**config.mk**
```make
export PLATFORM = sky130hd
export DESIGN_NAME = sap_core
export DESIGN_NICKNAME = d
export VERILOG_FILES = /design/src/rtl/sap_pkg.sv /design/src/rtl/sap_microcode.sv /design/src/rtl/sap_core.sv
export SDC_FILE = /design/constraint.sdc
export NUM_CORES = 1
export LEC_CHECK = 0
export ABC_AREA = 1
export CAP_MARGIN = 20
export CORE_MARGIN = 10
export CORE_UTILIZATION = 49
export CTS_BUF_LIST = sky130_fd_sc_hd__clkbuf_8
export DETAILED_ROUTE_END_ITERATION = 6
export GPL_TIMING_DRIVEN = 0
export HOLD_SLACK_MARGIN = 0.12
export PLACE_DENSITY = 0.7
export SLEW_MARGIN = 40
export SYNTH_ARGS = -nofsm -noshare
export SYNTH_HDL_FRONTEND = slang
export SYNTH_SLANG_ARGS = --single-unit
```
**constraint.sdc**
```tcl
create_clock -name clk -period 4.6 [get_ports clk]
set_input_delay 0.46 -clock clk [delete_from_list [all_inputs] [get_ports clk]]
set_output_delay 0.46 -clock clk [all_outputs]
set_load 0.03 [all_outputs]
```
**src/rtl/sap_pkg.sv**
```systemverilog
// Shared definitions for the SAP core: opcodes, control-word bit positions,
// microstep encoding and a helper that tells whether an opcode has execute steps.
// Imported by the microcode decoder, the core top and the bench.
package sap_pkg;

   localparam logic [3:0] OP_NOP = 4'h0;
   localparam logic [3:0] OP_LDA = 4'h1;
   localparam logic [3:0] OP_ADD = 4'h2;
   localparam logic [3:0] OP_SUB = 4'h3;
   localparam logic [3:0] OP_STA = 4'h4;
   localparam logic [3:0] OP_LDI = 4'h5;
   localparam logic [3:0] OP_JMP = 4'h6;
   localparam logic [3:0] OP_JC  = 4'h7;
   localparam logic [3:0] OP_JZ  = 4'h8;
   localparam logic [3:0] OP_OUT = 4'hE;
   localparam logic [3:0] OP_HLT = 4'hF;

   // Control-word bit indices
   localparam int CW_HLT = 0;
   localparam int CW_MI  = 1;
   localparam int CW_RI  = 2;
   localparam int CW_RO  = 3;
   localparam int CW_IO  = 4;
   localparam int CW_II  = 5;
   localparam int CW_AI  = 6;
   localparam int CW_AO  = 7;
   localparam int CW_EO  = 8;
   localparam int CW_SU  = 9;
   localparam int CW_BI  = 10;
   localparam int CW_OI  = 11;
   localparam int CW_CE  = 12;
   localparam int CW_CO  = 13;
   localparam int CW_J   = 14;
   localparam int CW_FI  = 15;
   localparam int CW_W   = 16;

   typedef enum logic [2:0] {T0 = 3'd0, T1 = 3'd1, T2 = 3'd2, T3 = 3'd3, T4 = 3'd4} step_t;

   // True when the instruction does something after fetch; otherwise it ends at T1.
   function automatic logic has_exec(input logic [3:0] op, input logic c, input logic z);
      case (op)
         OP_LDA, OP_ADD, OP_SUB, OP_STA, OP_LDI, OP_JMP, OP_OUT, OP_HLT: has_exec = 1'b1;
         OP_JC:   has_exec = c;
         OP_JZ:   has_exec = z;
         default: has_exec = 1'b0;
      endcase
   endfunction

endpackage

```
**src/rtl/sap_microcode.sv**
```systemverilog
// Microcode decoder: maps {opcode, step, C, Z} to the control word.
// Purely combinational; last_o flags the final microstep so the step counter resets early.
// No flow control of its own.
module sap_microcode
   import sap_pkg::*;
(
   input  logic [3:0]      opcode_i,
   input  step_t           step_i,
   input  logic            c_i,
   input  logic            z_i,
   output logic [CW_W-1:0] ctrl_o,
   output logic            last_o
);

   // Decode the control word and end-of-instruction marker for the current step
   always_comb begin
      ctrl_o = '0;
      last_o = 1'b0;
      case (step_i)
         T0: begin
            ctrl_o[CW_CO] = 1'b1;
            ctrl_o[CW_MI] = 1'b1;
         end
         T1: begin
            ctrl_o[CW_RO] = 1'b1;
            ctrl_o[CW_II] = 1'b1;
            ctrl_o[CW_CE] = 1'b1;
            last_o        = !has_exec(opcode_i, c_i, z_i);
         end
         T2: begin
            last_o = 1'b1;
            case (opcode_i)
               OP_LDA, OP_ADD, OP_SUB, OP_STA: begin
                  ctrl_o[CW_IO] = 1'b1;
                  ctrl_o[CW_MI] = 1'b1;
                  last_o        = 1'b0;
               end
               OP_LDI: begin
                  ctrl_o[CW_IO] = 1'b1;
                  ctrl_o[CW_AI] = 1'b1;
               end
               OP_JMP: begin
                  ctrl_o[CW_IO] = 1'b1;
                  ctrl_o[CW_J]  = 1'b1;
               end
               OP_JC: begin
                  ctrl_o[CW_IO] = c_i;
                  ctrl_o[CW_J]  = c_i;
               end
               OP_JZ: begin
                  ctrl_o[CW_IO] = z_i;
                  ctrl_o[CW_J]  = z_i;
               end
               OP_OUT: begin
                  ctrl_o[CW_AO] = 1'b1;
                  ctrl_o[CW_OI] = 1'b1;
               end
               OP_HLT:  ctrl_o[CW_HLT] = 1'b1;
               default: ;
            endcase
         end
         T3: begin
            last_o = 1'b1;
            case (opcode_i)
               OP_LDA: begin
                  ctrl_o[CW_RO] = 1'b1;
                  ctrl_o[CW_AI] = 1'b1;
               end
               OP_ADD, OP_SUB: begin
                  ctrl_o[CW_RO] = 1'b1;
                  ctrl_o[CW_BI] = 1'b1;
                  last_o        = 1'b0;
               end
               OP_STA: begin
                  ctrl_o[CW_AO] = 1'b1;
                  ctrl_o[CW_RI] = 1'b1;
               end
               default: ;
            endcase
         end
         T4: begin
            last_o = 1'b1;
            if (opcode_i == OP_ADD || opcode_i == OP_SUB) begin
               ctrl_o[CW_EO] = 1'b1;
               ctrl_o[CW_AI] = 1'b1;
               ctrl_o[CW_FI] = 1'b1;
               ctrl_o[CW_SU] = (opcode_i == OP_SUB);
            end
         end
         default: last_o = 1'b1;
      endcase
   end

endmodule

```
**src/rtl/sap_core.sv**
```systemverilog
// SAP computer core: PC, MAR, RAM, IR, A/B, ALU, output register and microstep sequencer.
// One microstep per tick (divider in run mode, step rising edge otherwise); no ticks once halted.
// Programming port writes RAM on any clock and overrides a simultaneous RI write.
module sap_core
   import sap_pkg::*;
#(
   parameter  int DATA_W   = 8,
   parameter  int TICK_DIV = 2**24,
   localparam int ADDR_W   = DATA_W - 4
) (
   input  logic              clk,
   input  logic              rst,
   input  logic              run,
   input  logic              step,
   input  logic              prog_we,
   input  logic [ADDR_W-1:0] prog_addr,
   input  logic [DATA_W-1:0] prog_data,
   output logic [DATA_W-1:0] out_value,
   output logic              out_valid,
   output logic              halted,
   output logic [1:0]        flags,
   output logic [DATA_W-1:0] bus_dbg,
   output logic [ADDR_W-1:0] pc_dbg
);

   localparam int DEPTH = 1 << ADDR_W;
   localparam int DIV_W = $clog2(TICK_DIV);

   logic [DATA_W-1:0] mem [DEPTH];

   logic [ADDR_W-1:0] pc_q, pc_d, mar_q;
   logic [DATA_W-1:0] ir_q, a_q, b_q, out_q;
   logic              c_q, z_q, halted_q, out_vld_q, step_edge_q;
   step_t             step_q, step_d;
   logic [DIV_W-1:0]  div_q, div_d;

   logic              tick, div_hit, last_step;
   logic [3:0]        opcode;
   logic [CW_W-1:0]   ctrl;
   logic [DATA_W-1:0] ram_rd, bus, b_op;
   logic [DATA_W:0]   sum;

   assign ram_rd = mem[mar_q];

   // Microstep tick: divider in run mode, step rising edge otherwise, never when halted
   always_comb begin
      div_hit = (div_q == DIV_W'(TICK_DIV - 1));
      div_d   = '0;
      if (run && !div_hit) div_d = div_q + 1'b1;
      tick = !halted_q && (run ? div_hit : (step && !step_edge_q));
   end

   // At T1 the IR is only being loaded, so decode the early-reset decision from the fetched word
   assign opcode = (step_q == T1) ? ram_rd[DATA_W-1 -: 4] : ir_q[DATA_W-1 -: 4];

   sap_microcode u_microcode (
      .opcode_i (opcode),
      .step_i   (step_q),
      .c_i      (c_q),
      .z_i      (z_q),
      .ctrl_o   (ctrl),
      .last_o   (last_step)
   );

   // ALU: subtraction is A + ~B + 1 so the carry reads as "no borrow"
   always_comb begin
      b_op = ctrl[CW_SU] ? ~b_q : b_q;
      sum  = {1'b0, a_q} + {1'b0, b_op} + {{DATA_W{1'b0}}, ctrl[CW_SU]};
   end

   // Internal bus: one-hot source select, zero when idle
   always_comb begin
      bus = '0;
      if (ctrl[CW_CO])      bus = {{(DATA_W-ADDR_W){1'b0}}, pc_q};
      else if (ctrl[CW_RO]) bus = ram_rd;
      else if (ctrl[CW_IO]) bus = {{(DATA_W-ADDR_W){1'b0}}, ir_q[ADDR_W-1:0]};
      else if (ctrl[CW_AO]) bus = a_q;
      else if (ctrl[CW_EO]) bus = sum[DATA_W-1:0];
   end

   // Next PC and next microstep
   always_comb begin
      pc_d = pc_q;
      if (ctrl[CW_J])       pc_d = bus[ADDR_W-1:0];
      else if (ctrl[CW_CE]) pc_d = pc_q + 1'b1;
      step_d = last_step ? T0 : step_t'(step_q + 3'd1);
   end

   // Architectural registers, updated only on ticks (divider and edge detector every clk)
   always_ff @(posedge clk or posedge rst) begin
      if (rst) begin
         pc_q        <= '0;
         mar_q       <= '0;
         ir_q        <= '0;
         a_q         <= '0;
         b_q         <= '0;
         out_q       <= '0;
         c_q         <= 1'b0;
         z_q         <= 1'b0;
         halted_q    <= 1'b0;
         out_vld_q   <= 1'b0;
         step_edge_q <= 1'b0;
         step_q      <= T0;
         div_q       <= '0;
      end else begin
         div_q       <= div_d;
         step_edge_q <= step;
         out_vld_q   <= tick && ctrl[CW_OI];
         if (tick) begin
            pc_q   <= pc_d;
            step_q <= step_d;
            if (ctrl[CW_MI])  mar_q    <= bus[ADDR_W-1:0];
            if (ctrl[CW_II])  ir_q     <= bus;
            if (ctrl[CW_AI])  a_q      <= bus;
            if (ctrl[CW_BI])  b_q      <= bus;
            if (ctrl[CW_OI])  out_q    <= bus;
            if (ctrl[CW_HLT]) halted_q <= 1'b1;
            if (ctrl[CW_FI]) begin
               c_q <= sum[DATA_W];
               z_q <= (sum[DATA_W-1:0] == '0);
            end
         end
      end
   end

   // RAM: not reset; programming port takes priority over an RI write
   always_ff @(posedge clk) begin
      if (prog_we)                 mem[prog_addr] <= prog_data;
      else if (tick && ctrl[CW_RI]) mem[mar_q]     <= bus;
   end

   assign out_value = out_q;
   assign out_valid = out_vld_q;
   assign halted    = halted_q;
   assign flags     = {c_q, z_q};
   assign bus_dbg   = bus;
   assign pc_dbg    = pc_q;

endmodule

```
==> flow_metrics.tcl <==
set metrics [dict create \
    run_status "finished clean" \
    dp_slack_ps -1190 \
    maxCapViolCount 0 \
    grt_most_used_layer "met2" \
    grt_start_max_net_pins 43 \
    syn_area_um2 9630 \
    pwr_density_cell_nw_per_um2 271 \
    fmax_mhz 221 \
    routed_wl_um 24400 \
    report.final.hold_viol_count 0 \
    antennaDiodeCount 0 \
    core_area_um2 19400 \
    layout.nets 1145 \
    min_period_ps 4520 \
    die_area_um2 25700 \
    ir_worst_vdd_mv 0.202 \
    clockBufferDepth 2 \
    postCtsHoldBufs 0 \
    synth_area_per_cell_um2 9.39 \
    remaining_drc_errors 0 \
    io-pin-count 41 \
    fin_total_pwr_mw 3.08 \
    power_leakage_nw 4.71 \
    antenna_violations_before_repair 0 \
    finalWorstSetupSlack_ps 76.7 \
    clock_insertion_delay_worst_skew_ps 480 \
    gp_routability_congestion 0.886 \
    buffer_ports.inserted 40 \
    cell_chain_of_the_critical_path "buf_6, clkinv_8, clkbuf_16, nand2_2, nand3_1, nand3_1, nand3_1, nand2_2, nand2_2, nand2_4, nand2_4, nor2_4, xor2_2, fa_2, a21oi_2, o21bai_2, a21oi_2, o21bai_2, xnor2_2, o21ai_1, a31o_2, nand2_4, inv_2, buf_6" \
    synth_sequential_area_ratio_pct 58.6 \
    ratio_of_cells_with_drive_above_1_in_the_final_layout_pct 18.2 \
    grt_first_pass_wirelength_um 37700 \
    worst_setup_path_start_kind "flop" \
    cts_root_buf "sky130_fd_sc_hd__clkbuf_8" \
    hold_class "primary input to asynchronous set/reset pin" \
    drt.antenna.violating_nets 0 \
    slew-limit-headroom_pct 40.7 \
    final_core_util_pct 58.5 \
    maxSlewViolCount 0 \
    std_cell_rows 51 \
    clk_pin_slew_ps 110 \
    setup-violations-final 0 \
    number_of_synthesized_register_bits 200 \
    ys_types 48 \
    fin_skew_ps 20.3 \
    grtUsageMet1_pct 25.5 \
    placed_cell_area_um2 10400 \
    groute.layer.met3.usage_pct 3.01 \
    globalRouteTotalUtil_pct 18.4 \
    die_h_um 160 \
    route.vias.total 7517 \
    data_required_time_of_the_critical_path_ps 4140 \
    cp_data_arrival_time_ps 4060 \
    clock_tree_from_tritoncts "done" \
    first_global_vias 7218 \
    worstPathMaxFanout 8 \
    worst_path_max_delay_cell "sky130_fd_sc_hd__fa_2" \
    final.period_utilization_pct 98.3 \
    tritoncts_num_sinks 200 \
    detail_route.vias_per_cell 5.40 \
    layout.cells.most_common_list "sky130_fd_sc_hd__nand2_1, sky130_fd_sc_hd__edfxtp_1, sky130_fd_sc_hd__nor2_1, sky130_fd_sc_hd__inv_1, sky130_fd_sc_hd__dfrtp_1" \
    drt_first_pass_iters 5 \
    number_of_h_tree_levels 4 \
    route.detailed.wl_per_inst_um 17.5 \
    syn_nets 1057 \
    synth-async-reset-ratio_pct 36.0 \
    start_util_pct 49.6 \
    global_route.usage.met2_pct 28.8 \
    area_growth_pct 18.0 \
    layout.cells.most_common "sky130_fd_sc_hd__nand2_1" \
    total_congestion_overflow 0 \
    dieWidth_um 160 \
    dominantRegCellSynth "sky130_fd_sc_hd__edfxtp_1" \
    timing.setup.critical_path_class "flop to primary output" \
    rsz0062_at_grt "true" \
    cp_capture_type "primary output" \
    yosys_warnings 0 \
    worst_path_largest_cell_delay_ps 370 \
    dr.first_iter.drc_count 575 \
    worst_slew_pin_slew_ps 886 \
    place.detailed.hpwl_um 16800 \
    synth_cells 1025 \
    summed_area_of_non_filler_cells_in_the_final_layout_um2 11400 \
    synth_edf_count 128 \
    cts-buffers-inserted 17 \
]
==> critical path: cells and delay by family, from the launching register on <==
family,cells,cell delay (ps)
AO/OA/AOI/OAI,6,950
XOR/XNOR,2,280
adder cells (fa/ha/maj),1,370
buffers and inverters,5,610
flip-flops,1,350
AND/OR/NAND/NOR,10,1010
==> worst paths after layout <==
check | start | end | slack (ps) | depth (start not counted)
worst max-delay path | mar_q[0]$_DFFE_PP0P_ | bus_dbg[6] | 80 | 24
worst min-delay path | rst | div_q[3]$_DFF_PP0_ | 300 | 2
worst max register to register | mar_q[0]$_DFFE_PP0P_ | mem[13][4]$_DFFE_PP_ | 380 | 23
worst min register to register | div_q[0]$_DFF_PP0_ | div_q[0]$_DFF_PP0_ | 490 | 1
max in group asynchronous | rst | mar_q[1]$_DFFE_PP0P_ | 3770 | 3
min in group clk | step | step_edge_q$_DFF_PP0_ | 450 | 1
==> flip-flops by register name, summed over array words and instances, names as in the netlist <==
register	count
mem	128
halted	1
pc_dbg	4
out_valid	1
ir_q	8
div_q	24
b_q	8
z_q	1
out_value	8
step_edge_q	1
c_q	1
step_q	3
a_q	8
mar_q	4
==> power breakdown <==
part	internal [mW]	switching, mW	total, mW	leakage, nW
clock network	0.386	0.651	1.04	0.177
registers	1.94	0.00722	1.95	2.08
logic	0.0289	0.0652	0.0941	2.44
total	2.36	0.723	3.08	4.71
==> synth_stat cells, drive strengths merged (10+ instances only) <==
master | number | area share (%)
xor2 | 13 | 1.2
clkbuf | 10 | 0.39
nor3 | 17 | 0.99
nand3 | 80 | 4.3
a21oi | 23 | 1.3
edfxtp | 128 | 40
buf | 25 | 1.8
nor2 | 110 | 4.5
nand2 | 277 | 11
o21ai | 84 | 4.6
o221ai | 13 | 1.2
ha | 14 | 1.8
inv | 99 | 3.9
dfrtp | 72 | 19
==> timing repair <==
action                     4_1_cts  5_1_grt
resized for setup               48       76
buffers inserted                 4       21
setup endpoints to repair      123       39
pin swaps                        3       39
gates cloned                     0        2
==> kinds of logic after synthesis <==
| logic type | Yosys count | share of synthesized area, % |
|---|---|---|
| and+or+nand+nor | 510 | 22.6 |
| DFF | 200 | 58.6 |
| AOI/OAI and AO/OA | 150 | 9.28 |
| buffers and inverters | 135 | 6.07 |
| xor gates and xnor gates | 15 | 1.36 |
| adders and majority gates | 15 | 2.03 |
==> stage by stage <==
stage	TNS (ps)	std cells	hold slack (ps)
floorplan	0	1025	442
global placement	-69040	1330	456
detailed placement	-47960	1332	465
CTS	-148	1368	296
global route	-271	1391	315
finish	0	1391	304
==> layout make-up <==
cell class | count | area [um^2]
flip-flops and latches | 200 | 5650
inverters | 100 | 397
clock inverters | 15 | 121
plain buffers | 35 | 241
multi-input cells | 690 | 3720
repair buffers | 69 | 662
well taps | 265 | 332
clock buffers | 17 | 234
fillers | 1626 | 8040
==> metal layers <==
| layer | part of all wire (%) | wire length [um] |
|---|---|---|
| met1 | 45 | 10900 |
| met2 | 47 | 11400 |
| met3 | 6.8 | 1650 |
| met4 | 1.7 | 412 |
| met5 | 0 | 0 |
Power figures use the tool's default switching activity.
